[config.mk]
export PLATFORM = sky130hd
export DESIGN_NAME = image_load_controller
export DESIGN_NICKNAME = d
export VERILOG_FILES = /design/src/rtl/image_load_controller.sv
export SDC_FILE = /design/constraint.sdc
export NUM_CORES = 1
export LEC_CHECK = 0
export CAP_MARGIN = 20
export CORE_MARGIN = 2
export CORE_UTILIZATION = 48
export CTS_BUF_LIST = sky130_fd_sc_hd__clkbuf_4
export CTS_CLUSTER_SIZE = 40
export DETAILED_ROUTE_END_ITERATION = 6
export GPL_ROUTABILITY_DRIVEN = 1
export PLACE_DENSITY_LB_ADDON = 0.3
export RECOVER_POWER = 50
export SLEW_MARGIN = 15
export SYNTH_ARGS = -nofsm -noshare
export SYNTH_HDL_FRONTEND = slang
export SYNTH_SLANG_ARGS = --single-unit
[constraint.sdc]
create_clock -name clk -period 2.01 [get_ports clk]
set_input_delay 0.402 -clock clk [delete_from_list [all_inputs] [get_ports clk]]
set_output_delay 0.402 -clock clk [all_outputs]
set_load 0.1 [all_outputs]
[src/rtl/image_load_controller.sv]
// Load sequencer for the BNN row-stream image decoder: accepts one row byte at a
// time, writes it into its decoder row slot, then hands the frame to the BNN core.
module image_load_controller #(
    parameter int ROWS  = 8,
    parameter int ROW_W = 8,
    parameter int SEL_W = 3,
    parameter int CNT_W = 16
) (
    input  logic             clk,
    input  logic             reset,
    input  logic             enable_i,
    input  logic [ROW_W-1:0] byte_i,
    input  logic             byte_valid_i,
    output logic             byte_ready_o,
    input  logic             frame_abort_i,
    output logic [ROW_W-1:0] dec_slice_o,
    output logic [SEL_W-1:0] dec_sel_o,
    output logic             dec_en_o,
    output logic             core_start_o,
    input  logic             core_busy_i,
    input  logic             core_done_i,
    output logic             busy_o,
    output logic [CNT_W-1:0] frame_cnt_o
);

    typedef enum logic [1:0] {
        IDLE      = 2'd0,
        LOAD      = 2'd1,
        START     = 2'd2,
        WAIT_DONE = 2'd3
    } state_t;

    state_t             state_q, state_d;
    logic [SEL_W-1:0]   row_cnt_q, row_cnt_d;
    logic               acc_q, acc_d;
    logic               dec_en_q, dec_en_d;
    logic [ROW_W-1:0]   dec_slice_q, dec_slice_d;
    logic [SEL_W-1:0]   dec_sel_q, dec_sel_d;
    logic               core_start_q, core_start_d;
    logic [CNT_W-1:0]   frame_cnt_q, frame_cnt_d;
    logic               accept;
    logic               last_row;

    // The decoder needs select stable for one cycle after it registers a slice,
    // so the cycle following an acceptance is never ready.
    assign byte_ready_o = (state_q == LOAD) && !acc_q && !frame_abort_i;
    assign accept       = byte_valid_i && byte_ready_o;
    assign last_row     = (row_cnt_q == SEL_W'(ROWS - 1));

    always_comb begin
        state_d      = state_q;
        row_cnt_d    = row_cnt_q;
        acc_d        = accept;
        dec_en_d     = accept;
        dec_slice_d  = dec_slice_q;
        dec_sel_d    = dec_sel_q;
        core_start_d = 1'b0;
        frame_cnt_d  = frame_cnt_q;

        if (accept) begin
            dec_slice_d = byte_i;
            dec_sel_d   = row_cnt_q;
        end

        case (state_q)
            IDLE: begin
                if (enable_i) begin
                    state_d = LOAD;
                end
            end
            LOAD: begin
                if (frame_abort_i) begin
                    row_cnt_d = '0;
                end else if (accept) begin
                    if (last_row) begin
                        row_cnt_d = '0;
                        state_d   = START;
                    end else begin
                        row_cnt_d = row_cnt_q + SEL_W'(1);
                    end
                end
            end
            START: begin
                if (!core_busy_i) begin
                    core_start_d = 1'b1;
                    state_d      = WAIT_DONE;
                end
            end
            WAIT_DONE: begin
                if (core_done_i) begin
                    frame_cnt_d = frame_cnt_q + CNT_W'(1);
                    state_d     = enable_i ? LOAD : IDLE;
                end
            end
            default: state_d = IDLE;
        endcase
    end

    always_ff @(posedge clk) begin
        if (reset) begin
            state_q      <= IDLE;
            row_cnt_q    <= '0;
            acc_q        <= 1'b0;
            dec_en_q     <= 1'b0;
            dec_slice_q  <= '0;
            dec_sel_q    <= '0;
            core_start_q <= 1'b0;
            frame_cnt_q  <= '0;
        end else begin
            state_q      <= state_d;
            row_cnt_q    <= row_cnt_d;
            acc_q        <= acc_d;
            dec_en_q     <= dec_en_d;
            dec_slice_q  <= dec_slice_d;
            dec_sel_q    <= dec_sel_d;
            core_start_q <= core_start_d;
            frame_cnt_q  <= frame_cnt_d;
        end
    end

    assign dec_en_o     = dec_en_q;
    assign dec_slice_o  = dec_slice_q;
    assign dec_sel_o    = dec_sel_q;
    assign core_start_o = core_start_q;
    assign frame_cnt_o  = frame_cnt_q;
    assign busy_o       = (state_q != IDLE);

endmodule

==> impl_results.md, run 1 <==
* Status: completed
* Crit-path max FO at 4
* 1st-iter DRT viols at 48
* Core area at 3030 um2
* Area of the multi-input gates at 798 um2
* Initial antenna violation count at 0
* Post-synthesis sequential area ratio at 0.450
* IO Pins at 46
* Die Span X at 60.1 um
* Root Driver: clkbuf_4
* Min cycle time layout at 1.87 ns
* Fillers at 261
* Hold buffer count at cts at 0
* Max rail drop VDD at 591 uV
* Syn nets at 197
* Yosys warning count at 0
* Global-route usage over all layers at 0.208
* Mapped Cells at 174
* Synth top cells by count: dfxtp_1 (34), nand2_1 (27), nor2_1 (19), a21oi_1 (17), ha_1 (8)
* Die area at 3610 um2
* Row cnt at 20
* Startpoint Class: primary input
* Tcrit/Tclk final at 0.930
* Worst hold path class: reg -> reg
* CTS buffer count at 5
* Most common cell in the netlist: dfxtp_1
* Async S/R FF share, synth at 0
* Worst hold endpoint: dec_sel_o[1]$_SDFFE_PP0P_
* DRC viols at 0
* Final WL at 3340 um
* Area growth from synthesis to layout at 35.8%
* Reg2reg setup slack at 0.20 ns
* Clk sinks at 34
* DR vias at 1,411
* Area leader, netlist: dfxtp_1
* Area after DPL at 2060 um2
* H-tree depth at 2
* Number of synthesized flops with an enable pin at 0
* # port buffers at 45
* Clock Latency Late Sink at 0.34 ns
* Synthesized flop and latch total at 34
* Hold Slack at 0.459 ns
* Worst Tran Pin Value at 0.589 ns
* Arrival @ worst endpoint at 1.47 ns
* Post-CTS Setup Bufs at 0
* Netlist Area Pre-Place at 1510 um2
* Top_reg_cell synth: dfxtp_1
* Cts repair resizes at 0
* CTS tree: yes
* R2r worst-path depth at 5
* Routed WL per cell at 12.2 um
* Final net count at 252
* Starting Density at 0.499
* CTS Buffer Depth at 2
* Clock-pin slew on the worst setup and hold paths at 0.10 ns
* Distinct cells, synth at 32
* Worst R2R Start: state_q[1]$_SDFFE_PP0P_
* Post-detail-place hpwl at 2540 um
* Max_slew headroom at 0.607
* Largest net degree at the start of global routing at 31
* Synth top area cells: dfxtp_1 (45%), nand2_1 (6.7%), ha_1 (6.6%)
* Syn_area_per_cell at 8.69 um2
* Max Transition Viols Final at 0
* CP Capture Type: output pin
* First-pass GRT wire length at 5440 um
* Inst Count DP at 266
* Routability cong. at 0.823
* Max-capacitance violation count at 0
* RSZ-0062 raised after global routing: false
* Pleak at 0.801 nW
* Vias per Instance at 5.15
* R2R Path End: frame_cnt_o[15]$_SDFFE_PP0P_
* Hold Vio Cnt, Final at 0
* Share of layout cells above drive strength 1 at 0.291
* Sequential cell area at 709 um2
* WHS Path Cells at 2
* Final Setup Violations at 0
* Tot Pwr at 0.00178 W
* Hold wc startpoint: dec_sel_o[1]$_SDFFE_PP0P_
* Fmax at 535 MHz
* GR Overflow Total at 0
* Worst Skew at 0.00717 ns
* Antenna fix cells at 0
* DRT antenna net count at 0
* Vias in the first global route at 1,306
* Final std cells w/o fill at 274
* Non-Filler Cell Area, Final at 2050 um2
* Area share of the largest cell type after synthesis at 0.450
* 1st-pass router iterations at 5
* Pwr Density at 868 nW/um2
* Die H at 60.1 um
* CP Data Required Time at 1.61 ns
* Crit Path Class: in -> out
-- flip-flops by register name, summed over array words and instances, names as in the netlist --
signal        flops
core_start_o      1
dec_sel_o         3
dec_slice_o       8
row_cnt_q         3
state_q           2
dec_en_o          1
frame_cnt_o      16
-- worst max-delay path: stages --
cell,delay (ns)
clkdlybuf4s50_1,0.42
buf_4,0.15
nand2b_1,0.19
nor2_4,0.12
buf_12,0.18
-- cell usage in the layout, fill, tap and decap left out, types with 2 or more instances in the layout --
cell / count
nand4bb_1: 2
nand3_1: 5
ha_1: 7
clkbuf_4: 5
clkbuf_2: 26
dfxtp_1: 21
buf_4: 10
nor3_1: 3
clkdlybuf4s50_1: 13
nand4_1: 5
nor2_1: 18
xnor2_1: 7
nand2_1: 27
dfxtp_4: 5
dfxtp_2: 8
inv_1: 7
a21oi_1: 17
nand2b_1: 2
nor2b_1: 2
buf_12: 3
nor4_1: 4
or3_1: 2
xor2_1: 4
o21ai_0: 5
a22oi_1: 2
-- how the worst max path moves through the flow --
stage | startpoint | end | slack, ns | depth (start not counted)
CTS | state_q[1]$_SDFFE_PP0P_ | byte_ready_o | 0.08 | 5
finish | frame_abort_i | byte_ready_o | 0.14 | 5
global route | state_q[1]$_SDFFE_PP0P_ | byte_ready_o | 0.02 | 5
global placement | core_done_i | frame_cnt_o[15]$_SDFFE_PP0P_ | -0.08 | 5
floorplan | frame_cnt_o[6]$_SDFFE_PP0P_ | frame_cnt_o[15]$_SDFFE_PP0P_ | 0.02 | 4
detailed placement | core_done_i | frame_cnt_o[15]$_SDFFE_PP0P_ | -0.12 | 5
-- power by group --
part / switching (W) / internal, W / total (W)
Clock: 0.000234 / 0.000130 / 0.000364
Sequential: 0.0000307 / 0.000702 / 0.000733
Combinational: 0.000444 / 0.000240 / 0.000684
Total: 0.000709 / 0.00107 / 0.00178
-- cells by family after synthesis --
| kind of cell | share of synthesized area |
|---|---|
| AO/OA/AOI/OAI | 0.109 |
| XOR/XNOR | 0.0637 |
| AND/OR/NAND/NOR | 0.272 |
| flip-flops | 0.450 |
| adder cells (fa/ha/maj) | 0.0662 |
| multiplexers | 0.00662 |
| buffers and inverters | 0.0323 |
-- layout make-up --
type	instances	area share
inverters	7	0.0128
clock buffers	5	0.0183
repair buffers	54	0.199
clock inverters	3	0.00793
flip-flops and latches	34	0.346
multi-input cells	127	0.389
well taps	44	0.0268
-- metal layers --
| metal | GRT usage | routed length [um] | share of wire |
|---|---|---|---|
| met1 | 0.213 | 1420 | 0.43 |
| met2 | 0.362 | 1650 | 0.49 |
| met4 | 0.0921 | 50 | 0.015 |
| met3 | 0.0909 | 217 | 0.065 |
| met5 | 0 | 0 | 0 |
-- through the flow --
stage               setup WS, ns  setup TNS, ns   util
finish                     0.141              0  0.678
floorplan                 0.0170              0      -
global placement         -0.0828        -0.0953  0.682
global route              0.0249              0  0.678
CTS                       0.0820              0  0.700
detailed placement        -0.118         -0.237  0.682
(Power assumes the default switching activity.)
==> inputs of run 2 (changes only) <==
--- a/config.mk
+++ b/config.mk
@@ -7,7 +7,7 @@
 export LEC_CHECK = 0
 export CAP_MARGIN = 20
 export CORE_MARGIN = 2
-export CORE_UTILIZATION = 48
+export CORE_UTILIZATION = 52
 export CTS_BUF_LIST = sky130_fd_sc_hd__clkbuf_4
 export CTS_CLUSTER_SIZE = 40
 export DETAILED_ROUTE_END_ITERATION = 6
==> constraint.sdc (replaced) <==
create_clock -name clk -period 2.3 [get_ports clk]
set_input_delay 0.46 -clock clk [delete_from_list [all_inputs] [get_ports clk]]
set_output_delay 0.46 -clock clk [all_outputs]
set_load 0.1 [all_outputs]
==> run 2 against run 1 <==
Compared with the run above: largest power group unchanged; global-route usage increased by 0.52 points; via count decreased by 1.3%; critical path type is now reg -> reg; highest routed layer unchanged; non-clock buffer count decreased by 4; sequential share of layout area increased by 0.67 points; total power decreased by 14%; clock skew about the same; largest cell class unchanged; core utilization increased by 3.6 points; hold slack improved by 0.0018 ns.
==> impl_results.md, run 2 (synthesis gave the netlist of run 1 again) <==
* Global-route usage over all layers at 0.213 (was 0.208)
* Initial antenna violation count at 0 (unchanged)
* Row cnt at 19 (was 20)
* Root Driver: clkbuf_4 (unchanged)
* Die H at 57.9 um (was 60.1 um)
* Worst hold path class: reg -> reg (unchanged)
* Routability cong. at 0.817 (was 0.823)
* Pwr Density at 782 nW/um2 (was 868 nW/um2)
* Sequential cell area at 693 um2 (was 709 um2)
* Routed met3 length at 223 um (was 217 um)
* DR vias at 1,393 (was 1,411)
* Most frequent cells in the layout: nand2_1 (27), dfxtp_1 (24), clkbuf_2 (24) (was nand2_1 (27), clkbuf_2 (26), dfxtp_1 (21))
* Post-detail-place hpwl at 2520 um (was 2540 um)
* 1st-pass router iterations at 4 (was 5)
* Metal2 WL at 1640 um (was 1650 um)
* GR Overflow Total at 0 (unchanged)
* PnR worst setup slack at 0.281 ns (was 0.141 ns)
* Hold Slack at 0.461 ns (was 0.459 ns)
* Final Setup Violations at 0 (unchanged)
* Max-capacitance violation count at 0 (unchanged)
* IO Pins at 46 (unchanged)
* Fillers at 224 (was 261)
* Non-Filler Cell Area, Final at 1970 um2 (was 2050 um2)
* Die Span X at 57.9 um (was 60.1 um)
* Worst Setup SP: state_q[1]$_SDFFE_PP0P_ (was frame_abort_i)
* Clock Latency Late Sink at 0.34 ns (about the same)
* R2R Path End: frame_cnt_o[15]$_SDFFE_PP0P_ (unchanged)
* # port buffers at 45 (unchanged)
* Clk sinks at 34 (unchanged)
* CP Capture Type: flop (was output pin)
* Fmax at 495 MHz
* Die area at 3350 um2 (was 3610 um2)
* Pleak at 0.776 nW (was 0.801 nW)
* Max layer used: met4 (unchanged)
* Clock-pin slew on the worst setup and hold paths at 0.10 ns (about the same)
* Share of layout cells above drive strength 1 at 0.252 (was 0.291)
* Core area at 2760 um2 (was 3030 um2)
* H-tree depth at 2 (unchanged)
* Setup crit end: frame_cnt_o[15]$_SDFFE_PP0P_ (was byte_ready_o)
* Tcrit/Tclk final at 0.878
* Arrival @ worst endpoint at 2.29 ns (was 1.47 ns)
* Worst R2R Start: state_q[1]$_SDFFE_PP0P_ (unchanged)
* Pre-CTS WS at 0.0913 ns (was -0.118 ns)
* DRT met1 WL at 1340 um (was 1420 um)
* Max rail drop VDD at 740 uV (was 591 uV)
* Antenna fix cells at 0 (unchanged)
* Vias per Instance at 5.42 (was 5.15)
* Hold buffer count at cts at 0 (unchanged)
* CTS tree: yes (unchanged)
* Final WL at 3280 um (was 3340 um)
* Hold Vio Cnt, Final at 0 (unchanged)
* First-pass GRT wire length at 5480 um (was 5440 um)
* Min cycle time layout at 2.02 ns
* Crit Path Class: reg -> reg (was in -> out)
* Inst Count DP at 249 (was 266)
* CP Data Required Time at 2.58 ns (was 1.61 ns)
* Startpoint Class: flop (was primary input)
* Max_slew headroom at 0.231 (was 0.607)
* CTS buffer count at 5 (unchanged)
* Starting Density at 0.548 (was 0.499)
* RSZ-0062 raised after global routing: false (unchanged)
* Vias in the first global route at 1,310 (was 1,306)
* Area after DPL at 1980 um2 (was 2060 um2)
* Post-CTS Setup Bufs at 0 (unchanged)
* Largest register FFs at 16 (unchanged)
* Routed WL per cell at 12.8 um (was 12.2 um)
* Status: completed (unchanged)
* 1st-iter DRT viols at 32 (was 48)
* DRT antenna net count at 0 (unchanged)
* Worst Tran Pin Value at 1.16 ns (was 0.589 ns)
* Area of the multi-input gates at 791 um2 (was 798 um2)
* DRC viols at 0 (unchanged)
* Largest net degree at the start of global routing at 20 (was 31)
* Final std cells w/o fill at 257 (was 274)
* Worst Skew at 0.00766 ns (was 0.00717 ns)
* Crit-path max FO at 8 (was 4)
* Reg2reg setup slack at 0.28 ns (was 0.20 ns)
* R2r worst-path depth at 5 (unchanged)
* Max Transition Viols Final at 0 (unchanged)
* Cts repair resizes at 0 (unchanged)
* CTS Buffer Depth at 2 (unchanged)
* Area growth from synthesis to layout at 30.1% (was 35.8%)
* Setup total negative slack at 0 ns (unchanged)
* Final net count at 248 (was 252)
* Leading cell type in the layout, fill and taps excluded: nand2_1 (unchanged)
[run 2: final cells by class]
cell class,count,share of cell area
multi-input combinational,127,0.402
sequential,34,0.352
timing repair buffer,50,0.185
clock buffer,6,0.0229
tap,31,0.0197
inverter,7,0.0134
clock inverter,2,0.00445
[run 2: report_power, final]
part | switching, W | total [W] | internal [W]
clock network | 0.000192 | 0.000318 | 0.000126
logic | 0.000384 | 0.000573 | 0.000189
registers | 0.0000278 | 0.000647 | 0.000619
total | 0.000604 | 0.00154 | 0.000934
[run 2: worst min path at each step]
stage / from / end / slack (ns) / cells past startpoint
floorplan: row_cnt_q[1]$_SDFFE_PP0P_ / dec_sel_o[1]$_SDFFE_PP0P_ / 0.45 / 2
global placement: dec_slice_o[5]$_SDFFE_PP0P_ / dec_slice_o[5]$_SDFFE_PP0P_ / 0.44 / 2
detailed placement: dec_slice_o[0]$_SDFFE_PP0P_ / dec_slice_o[0]$_SDFFE_PP0P_ / 0.45 / 2
CTS: dec_slice_o[0]$_SDFFE_PP0P_ / dec_slice_o[0]$_SDFFE_PP0P_ / 0.46 / 2
global route: dec_slice_o[4]$_SDFFE_PP0P_ / dec_slice_o[4]$_SDFFE_PP0P_ / 0.49 / 2
finish: dec_slice_o[0]$_SDFFE_PP0P_ / dec_slice_o[0]$_SDFFE_PP0P_ / 0.46 / 2
[run 2: layer usage]
layer	vias to the layer above	global-route usage
met5	-	0
li1	704	-
met2	42	0.373
met3	8	0.0670
met4	0	0.0930
met1	639	0.235
[run 2: critical path, stage by stage (launching register included)]
cell	delay (ns)
dfxtp_1	0.42
ha_1	0.31
nand4_1	0.21
or4_4	0.46
or4_1	0.41
a21oi_1	0.14
[run 2: per-stage QoR]
stage                     power (W)   util
after floorplan             0.00106      -
after global placement      0.00122  0.720
after detailed placement    0.00124  0.720
after CTS                   0.00156  0.739
after global routing        0.00161  0.713
final                       0.00154  0.713
==> inputs of run 3 (changes only) <==
--- a/config.mk
+++ b/config.mk
@@ -7,10 +7,11 @@
 export LEC_CHECK = 0
 export CAP_MARGIN = 20
 export CORE_MARGIN = 2
-export CORE_UTILIZATION = 52
+export CORE_UTILIZATION = 69
 export CTS_BUF_LIST = sky130_fd_sc_hd__clkbuf_4
 export CTS_CLUSTER_SIZE = 40
 export DETAILED_ROUTE_END_ITERATION = 6
+export DONT_BUFFER_PORTS = 1
 export GPL_ROUTABILITY_DRIVEN = 1
 export PLACE_DENSITY_LB_ADDON = 0.3
 export RECOVER_POWER = 50
@@ -18,3 +19,4 @@
 export SYNTH_ARGS = -nofsm -noshare
 export SYNTH_HDL_FRONTEND = slang
 export SYNTH_SLANG_ARGS = --single-unit
+export TNS_END_PERCENT = 100
==> run 3 against run 2 <==
Compared with the run above: total power increased by 14%; global-route usage increased by 18 points; die area decreased by 23%; first-iteration DRC count increased by 88%; via count increased by 3.6%; clock skew increased by 0.0043 ns; register-to-register slack got worse by 0.15 ns; combinational power decreased by 6.8%; critical path depth increased by 1; hold slack got worse by 0.31 ns; cell area decreased by 6.3%.
==> impl_results.md, run 3 (synthesis gave the netlist of run 1 again) <==
* CTS Buffer Depth at 2 (unchanged)
* Final std cells w/o fill at 235 (was 257)
* GR Overflow Total at 0 (unchanged)
* Startpoint Class: flop (unchanged)
* Die Span X at 50.8 um (was 57.9 um)
* Max rail drop VDD at 1070 uV (was 740 uV)
* Max_slew headroom at 0.337 (was 0.231)
* Post-detail-place hpwl at 2550 um (was 2520 um)
* Vias in the first global route at 1,475 (was 1,310)
* Area growth from synthesis to layout at 21.9% (was 30.1%)
* Worst hold path class: in -> reg (was reg -> reg)
* Routability cong. at 0.777 (was 0.817)
* Die H at 50.8 um (was 57.9 um)
* Post-CTS Setup Bufs at 0 (unchanged)
* CP Data Required Time at 2.54 ns (was 2.58 ns)
* CP Capture Type: flop (unchanged)
* Worst Tran Pin Value at 0.993 ns (was 1.16 ns)
* DRC viols at 0 (unchanged)
* Clk sinks at 34 (unchanged)
* # port buffers at 0 (was 45)
* Arrival @ worst endpoint at 2.41 ns (was 2.29 ns)
* Antenna fix cells at 0 (unchanged)
* CTS tree: yes (unchanged)
* Worst Skew at 0.0120 ns (was 0.00766 ns)
* Global-route usage over all layers at 0.397 (was 0.213)
* 1st-pass router iterations at 4 (unchanged)
* Core area at 2020 um2 (was 2760 um2)
* H-tree depth at 2 (unchanged)
* Final net count at 230 (was 248)
* Pre-CTS WS at 0.287 ns (was 0.0913 ns)
* Vias per Instance at 6.14 (was 5.42)
* Most frequent cells in the layout: nand2_1 (27), dfxtp_1 (24), clkbuf_2 (24) (unchanged)
* Clock-pin slew on the worst setup and hold paths at 0.12 ns (was 0.10 ns)
* Pleak at 0.729 nW (was 0.776 nW)
* Final WL at 4520 um (was 3280 um)
* Initial antenna violation count at 0 (unchanged)
* PnR worst setup slack at 0.129 ns (was 0.281 ns)
* CTS buffer count at 5 (unchanged)
* Leading cell type in the layout, fill and taps excluded: nand2_1 (unchanged)
* Status: completed (unchanged)
* Root Driver: clkbuf_4 (unchanged)
* Min cycle time layout at 2.17 ns (was 2.02 ns)
* Crit-path max FO at 4 (was 8)
* Crit Path Class: reg -> reg (unchanged)
* Row cnt at 16 (was 19)
* Tcrit/Tclk final at 0.944 (was 0.878)
* Routed WL per cell at 19.2 um (was 12.8 um)
* DRT antenna net count at 0 (unchanged)
* Setup total negative slack at 0 ns (unchanged)
* Share of layout cells above drive strength 1 at 0.274 (was 0.252)
* RSZ-0062 raised after global routing: false (unchanged)
* 1st-iter DRT viols at 60 (was 32)
* IO Pins at 46 (unchanged)
* Fmax at 461 MHz (was 495 MHz)
* Die area at 2580 um2 (was 3350 um2)
* Max Transition Viols Final at 0 (unchanged)
* Fin util at 0.912 (was 0.713)
* First-pass GRT wire length at 7200 um (was 5480 um)
* Starting Density at 0.748 (was 0.548)
* Hold Vio Cnt, Final at 0 (unchanged)
* Max-capacitance violation count at 0 (unchanged)
* Largest net degree at the start of global routing at 36 (was 20)
* Inst Count DP at 227 (was 249)
* Largest register FFs at 16 (unchanged)
* DR vias at 1,443 (was 1,393)
* Clock Latency Late Sink at 0.37 ns (was 0.34 ns)
* Final Setup Violations at 0 (unchanged)
* Pwr Density at 953 nW/um2 (was 782 nW/um2)
* Reg2reg setup slack at 0.13 ns (was 0.28 ns)
-- run 3: cell types whose count changed in the layout (fill, tap and decap cells not counted), moves of 2 or more --
cell             before  now
clkdlybuf4s50_1      12    0
dlygate4sd3_1         2    0
buf_12                2    0
clkbuf_1              3    0
bufinv_16             0    2
-- run 3: worst max-delay path: stages, from the launching register on --
cell and delay [ns]:
dfxtp_1 0.44, ha_1 0.20, ha_1 0.18, nand4bb_1 0.17
a2111oi_4 0.47, o21ai_0 0.21, a221oi_1 0.38
-- run 3: cell type report --
class,instances,area (um2)
multi-input cells,127,800
fillers,85,179
flip-flops and latches,34,693
well taps,27,33.8
clock inverters,3,68.8
clock buffers,5,37.5
inverters,7,26.3
repair buffers,32,184
-- run 3: where the power goes --
group	switching, W	total [W]	internal [W]
Clock	0.000233	0.000573	0.000340
Sequential	0.0000295	0.000649	0.000619
Combinational	0.000396	0.000534	0.000138
-- run 3: what timing repair did --
item | in CTS | in global routing
setup endpoints to repair | 0 | 2
hold buffers | 0 | 0
gates resized for setup | 0 | 3
hold endpoints to repair | 0 | 0
-- run 3: layer usage --
metal | up-vias | track usage | routed length, um
met5 | - | 0 | 0
met4 | 0 | 0.257 | 201
met3 | 25 | 0.164 | 345
met2 | 96 | 0.660 | 2360
met1 | 658 | 0.410 | 1610
li1 | 664 | - | -
-- run 3: stage by stage --
stage	area, um2	hold slack [ns]	total power [W]
2_1_floorplan	1530	0.448	0.00106
3_3_place_gp	1780	0.436	0.00113
3_5_place_dp	1780	0.445	0.00116
4_1_cts	1890	0.129	0.00174
5_1_grt	1840	0.131	0.00181
6_report	1840	0.149	0.00176
-- run 3: path summary, 6_finish.rpt --
kind,from,end,depth (start not counted)
worst min-delay path,reset,frame_cnt_o[0]$_SDFFE_PP0P_,1
worst max-delay path,row_cnt_q[0]$_SDFFE_PP0P_,state_q[0]$_SDFFE_PP0P_,6
worst min register to register,dec_slice_o[4]$_SDFFE_PP0P_,dec_slice_o[4]$_SDFFE_PP0P_,2
worst max register to register,row_cnt_q[0]$_SDFFE_PP0P_,state_q[0]$_SDFFE_PP0P_,6
